===== src/rtl/channel_frame_loader.sv =====
// Ping-pong frame loader: streams N*N H words (row-major) then N y words into two banks.
// Optional macro FRAME_LAST_CHECK_EN adds s_last/err framing check.
module channel_frame_loader #(
   parameter int unsigned WL = 16,
   parameter int unsigned N  = 8
) (
   input  logic                clk,
   input  logic                rst,
   input  logic [WL-1:0]       s_data,
   input  logic                s_valid,
   output logic                s_ready,
   output logic [WL*N*N-1:0]   Hmatrix_o,
   output logic [WL*N-1:0]     Yarray_o,
   output logic                frame_valid,
   input  logic                frame_ready
`ifdef FRAME_LAST_CHECK_EN
   ,
   input  logic                s_last,
   output logic                err
`endif
);

   localparam int unsigned FRAME_WORDS = N*N + N;
   localparam int unsigned CW          = $clog2(FRAME_WORDS);

   typedef enum logic {EMPTY = 1'b0, FULL = 1'b1} bank_state_t;

   bank_state_t          bank_st [2];
   logic [WL-1:0]        mem [2][FRAME_WORDS];
   logic [CW-1:0]        cnt;
   logic                 wr_bank;
   logic                 rd_bank;

   logic                 accept;
   logic                 last_word;
   logic                 frame_err;
   logic                 fill_done;
   logic                 rel_fire;

   assign s_ready     = (bank_st[wr_bank] == EMPTY);
   assign frame_valid = (bank_st[rd_bank] == FULL);
   assign accept      = s_valid & s_ready;
   assign last_word   = (cnt == CW'(FRAME_WORDS - 1));
   assign rel_fire    = frame_valid & frame_ready;

`ifdef FRAME_LAST_CHECK_EN
   assign frame_err   = accept & (s_last != last_word);
`else
   assign frame_err   = 1'b0;
`endif

   assign fill_done   = accept & last_word & ~frame_err;

   // Fill and release touch different banks, so both may fire on one edge.
   always_ff @(posedge clk or negedge rst) begin
      if (!rst) begin
         cnt        <= '0;
         wr_bank    <= 1'b0;
         rd_bank    <= 1'b0;
         bank_st[0] <= EMPTY;
         bank_st[1] <= EMPTY;
         for (int b = 0; b < 2; b++) begin
            for (int i = 0; i < int'(FRAME_WORDS); i++) begin
               mem[b][i] <= '0;
            end
         end
      end else begin
         if (accept) begin
            mem[wr_bank][cnt] <= s_data;
            cnt <= (last_word || frame_err) ? '0 : cnt + CW'(1);
         end
         if (fill_done) begin
            bank_st[wr_bank] <= FULL;
            wr_bank          <= ~wr_bank;
         end
         if (rel_fire) begin
            bank_st[rd_bank] <= EMPTY;
            rd_bank          <= ~rd_bank;
         end
      end
   end

`ifdef FRAME_LAST_CHECK_EN
   // Sticky framing error; only reset clears it.
   always_ff @(posedge clk or negedge rst) begin
      if (!rst) begin
         err <= 1'b0;
      end else if (frame_err) begin
         err <= 1'b1;
      end
   end
`endif

   // Presented bank is unpacked onto the flat H and y buses.
   always_comb begin
      Hmatrix_o = '0;
      Yarray_o  = '0;
      for (int i = 0; i < int'(N*N); i++) begin
         Hmatrix_o[WL*i +: WL] = mem[rd_bank][i];
      end
      for (int r = 0; r < int'(N); r++) begin
         Yarray_o[WL*r +: WL] = mem[rd_bank][N*N + r];
      end
   end

endmodule


===== config.mk =====
export PLATFORM = sky130hd
export DESIGN_NAME = channel_frame_loader
export DESIGN_NICKNAME = d
export VERILOG_FILES = /design/src/rtl/channel_frame_loader.sv
export SDC_FILE = /design/constraint.sdc
export NUM_CORES = 2
export LEC_CHECK = 0
export CAP_MARGIN = 20
export CORE_MARGIN = 2
export CORE_UTILIZATION = 48
export DETAILED_ROUTE_END_ITERATION = 8
export PLACE_DENSITY = 0.78
export SYNTH_ARGS = -nofsm -noshare
export SYNTH_HDL_FRONTEND = slang
export SYNTH_SLANG_ARGS = --single-unit
export TNS_END_PERCENT = 100

===== constraint.sdc =====
create_clock -name clk -period 5.7 [get_ports clk]
set_input_delay 0.855 -clock clk [delete_from_list [all_inputs] [get_ports clk]]
set_output_delay 0.855 -clock clk [all_outputs]
set_load 0.02 [all_outputs]

==> impl_metrics.py <==
metrics = {
    "final_layout": {
        "fin_util": 0.588,
        "drive_gt1_frac": 0.530,
        "areaGrowthSynthToFinish_pct": 21.6,
        "fillerInstances": 16000,
        "layout.nets": 7548,
    },
    "synth": {
        "synthArstFlopShare": 1.00,
        "yosysWarningCount": 0,
        "synth-edff-count": 0,
        "ys.flop_type": "dfrtp_1",
        "synth_fp_nets": 6603,
        "syn-cell-area_um2": 102000,
        "post_synth.cell_area_avg_um2": 15.6,
        "ys_seq_area_frac": 0.565,
        "synthCells": 6582,
        "synth_cell_type_count": 50,
        "ys_ff_latch": 2315,
    },
    "grt": {
        "grt_use_met1": 0.354,
        "antenna_found_initial": 8,
        "grt_util_met3": 0.0841,
        "grt_pass1_wl_um": 449000,
        "overflow": 0,
        "busiest_layer": "met2",
        "first_global_vias": 64400,
        "grt_util_met2": 0.439,
        "grt.total_usage": 0.280,
        "grt_max_degree": 212,
    },
    "min_path": {
        "hold_start": "mem[28]",
        "hold_depth": 1,
        "min_to": "mem[28]",
        "hp-class": "reg -> reg",
    },
    "route": {
        "routed-via-count": 60000,
        "drtIter0Drc": 3349,
        "routedWlPerCell_um": 29.3,
        "vias_per_cell": 5.70,
        "detail-route-antenna-nets": 0,
        "postRouteWirelength_um": 309000,
        "drtPass1Iterations": 5,
        "route.detailed.drc": 0,
    },
    "critical_path": {
        "crit_type": "reg -> out",
        "cp_cell_sequence": "buf_12 -> mux2_2 -> clkdlybuf4s50_1",
        "r2r_cells": 4,
        "end_kind": "output pin",
        "crit_fanout": 108,
        "slowest_stage": "dfrtp_4",
        "regToRegEndpoint": "mem[428]",
        "worst-r2r-setup-slack_ns": 1.94,
        "startpoint_type": "register",
        "arrival_ns": 3.70,
        "cp_slowest_stage_delay_ns": 1.09,
        "worstReg2RegStart": "cnt[5]",
        "required_ns": 4.85,
    },
    "placed_design": {
        "post-dp-hpwl_um": 198000,
        "io_buffer_count": 1173,
        "place_congestion": 0.803,
    },
    "pwr": {
        "power.internal_w": 0.0332,
        "ir_drop_uv": 371,
        "netSwitchingFraction": 0.310,
        "seqPwrFrac": 0.398,
        "p_clk_frac": 0.333,
        "pwr-share-comb": 0.269,
        "power_leakage_nw": 61.0,
        "switching_power_w": 0.0149,
        "p_per_area_nw_per_um2": 386,
    },
    "clock_tree": {
        "cts_sinks": 2315,
        "cts_buffers": 234,
        "cts-htree-levels": 4,
        "tritoncts": "built",
        "cts_root_buf": "clkbuf_16",
        "post_cts_resized": 0,
        "clk_latency_ns": 0.84,
        "clockBufferDepth": 3,
        "path_clk_slew_ns": 0.06,
    },
    "timing": {
        "fin_worst_skew_ns": 0.0622,
        "setup_viol": 0,
        "slew_violations": 0,
        "worst_pin_slew_ns": 1.18,
        "max_slew_margin": 0.211,
        "post-route-period-util": 0.799,
        "post-route-min-period_ns": 4.56,
        "setup_tns_ns": 0,
        "finalHoldViolations": 0,
        "rsz0062_at_grt": "no",
        "fmax_mhz": 220,
    },
    "die": {
        "boundaryPins": 1174,
        "dieWidth_um": 466,
        "die_height_um": 466,
        "initial_core_util": 0.483,
        "rows": 169,
        "die_area_um2": 217000,
        "coreArea_um2": 212000,
    },
    "run": {
        "max_cap_violations": 0,
    },
    "status": {
        "status": "finished, final reports clean",
    },
}
flip-flops by register name, indices dropped and copies added (netlist names):
name,cells
bank_st,2
cnt,7
mem,2304
rd_bank,1
wr_bank,1
cells by family (layout without fill, tap and decap cells):
group,Yosys count,in the layout,synth area share
mux,3459,3459,0.381
flops,2315,2315,0.565
buf+inv,596,1730,0.0288
simple gates,194,194,0.0232
compound gates,14,14,0.000916
xor+xnor,3,3,0.000256
fa+ha+maj,1,1,0.000122
other cells,0,5,0
synthesized netlist by cell type, types with 4 or more instances:
| library cell | count | area share |
|---|---|---|
| inv_1 | 5 | 0.00018 |
| nand3_2 | 57 | 0.0056 |
| clkbuf_1 | 369 | 0.014 |
| buf_4 | 52 | 0.0038 |
| nand3_4 | 30 | 0.0051 |
| nor3_4 | 45 | 0.0071 |
| nor4b_2 | 5 | 0.00073 |
| buf_6 | 43 | 0.0047 |
| buf_2 | 119 | 0.0058 |
| nor3_2 | 9 | 0.00088 |
| nand3_1 | 6 | 0.00029 |
| nand4bb_1 | 4 | 0.00044 |
| dfrtp_1 | 2315 | 0.57 |
| mux2_1 | 59 | 0.0065 |
| mux2_4 | 40 | 0.0059 |
| buf_8 | 4 | 0.00059 |
| nand2_1 | 7 | 0.00026 |
| or4b_1 | 4 | 0.00039 |
| mux2_2 | 3360 | 0.37 |
| o21ai_0 | 4 | 0.00020 |
final cells by class:
| type | instances | area, um2 | share of cell area |
|---|---|---|---|
| flip-flops and latches | 2315 | 57900 | 0.465 |
| multi-input cells | 3671 | 41800 | 0.335 |
| repair buffers | 1300 | 13300 | 0.107 |
| clock buffers | 345 | 6930 | 0.0556 |
| well taps | 2821 | 3530 | 0.0283 |
| clock inverters | 80 | 1160 | 0.00931 |
| inverters | 5 | 18.8 | 0.000151 |
| diodes | 5 | 12.5 | 0.000100 |
per-stage QoR:
step	instance area, um2	cells	setup slack (ns)	hold slack, ns	power [W]
3_3_place_gp	116000	10100	1.45	0.461	0.0320
2_1_floorplan	102000	6582	3.06	0.452	0.0267
5_1_grt	125000	10500	1.04	0.498	0.0498
3_5_place_dp	117000	10100	1.53	0.470	0.0324
6_report	125000	10500	1.14	0.484	0.0481
4_1_cts	125000	10500	1.08	0.487	0.0484
routing by layer:
metal | vias up | share of wire
li1 | 25400 | -
met1 | 32500 | 0.41
met2 | 1618 | 0.46
met3 | 540 | 0.076
met4 | 0 | 0.056
met5 | - | 0
power by group through the flow:
stage	registers (W)	clock network [W]	logic (W)
floorplan	0.0189	0	0.00780
global placement	0.0193	0	0.0127
detailed placement	0.0194	0	0.0129
CTS	0.0192	0.0163	0.0130
global route	0.0194	0.0170	0.0135
finish	0.0192	0.0160	0.0129
worst max-delay path by stage:
| stage | to | slack (ns) | depth (start not counted) | startpoint |
|---|---|---|---|---|
| 5_1_grt | Yarray_o[112] | 1.04 | 4 | rd_bank |
| 2_1_floorplan | Hmatrix_o[224] | 3.06 | 5 | rd_bank |
| 6_report | Hmatrix_o[693] | 1.14 | 3 | rd_bank |
| 3_3_place_gp | mem[1101] | 1.45 | 4 | s_valid |
| 4_1_cts | Hmatrix_o[314] | 1.08 | 4 | rd_bank |
| 3_5_place_dp | mem[833] | 1.53 | 5 | s_valid |
cells in the final DEF, fill, tap and decap left out, types with 48 or more instances in the layout:
master,netlist,final
clkdlybuf4s50_1,0,1156
mux2_2,3360,3360
dfrtp_1,2315,2311
buf_4,52,79
clkbuf_8,0,61
clkbuf_16,0,237
nand3_2,57,57
nor3_4,45,48
clkbuf_1,369,48
mux2_1,59,59
critical path: cells and delay by family (launching register included):
kind / cells / cell delay [ns]
multiplexers: 1 / 0.44
flip-flops: 1 / 1.09
buffers and inverters: 2 / 1.11
timing repair:
item / CTS / global route
buffers inserted: 0 / 0
hold buffers: 1 / 0
endpoints found under the hold margin: 2 / 0
(Power assumes the default switching activity.)
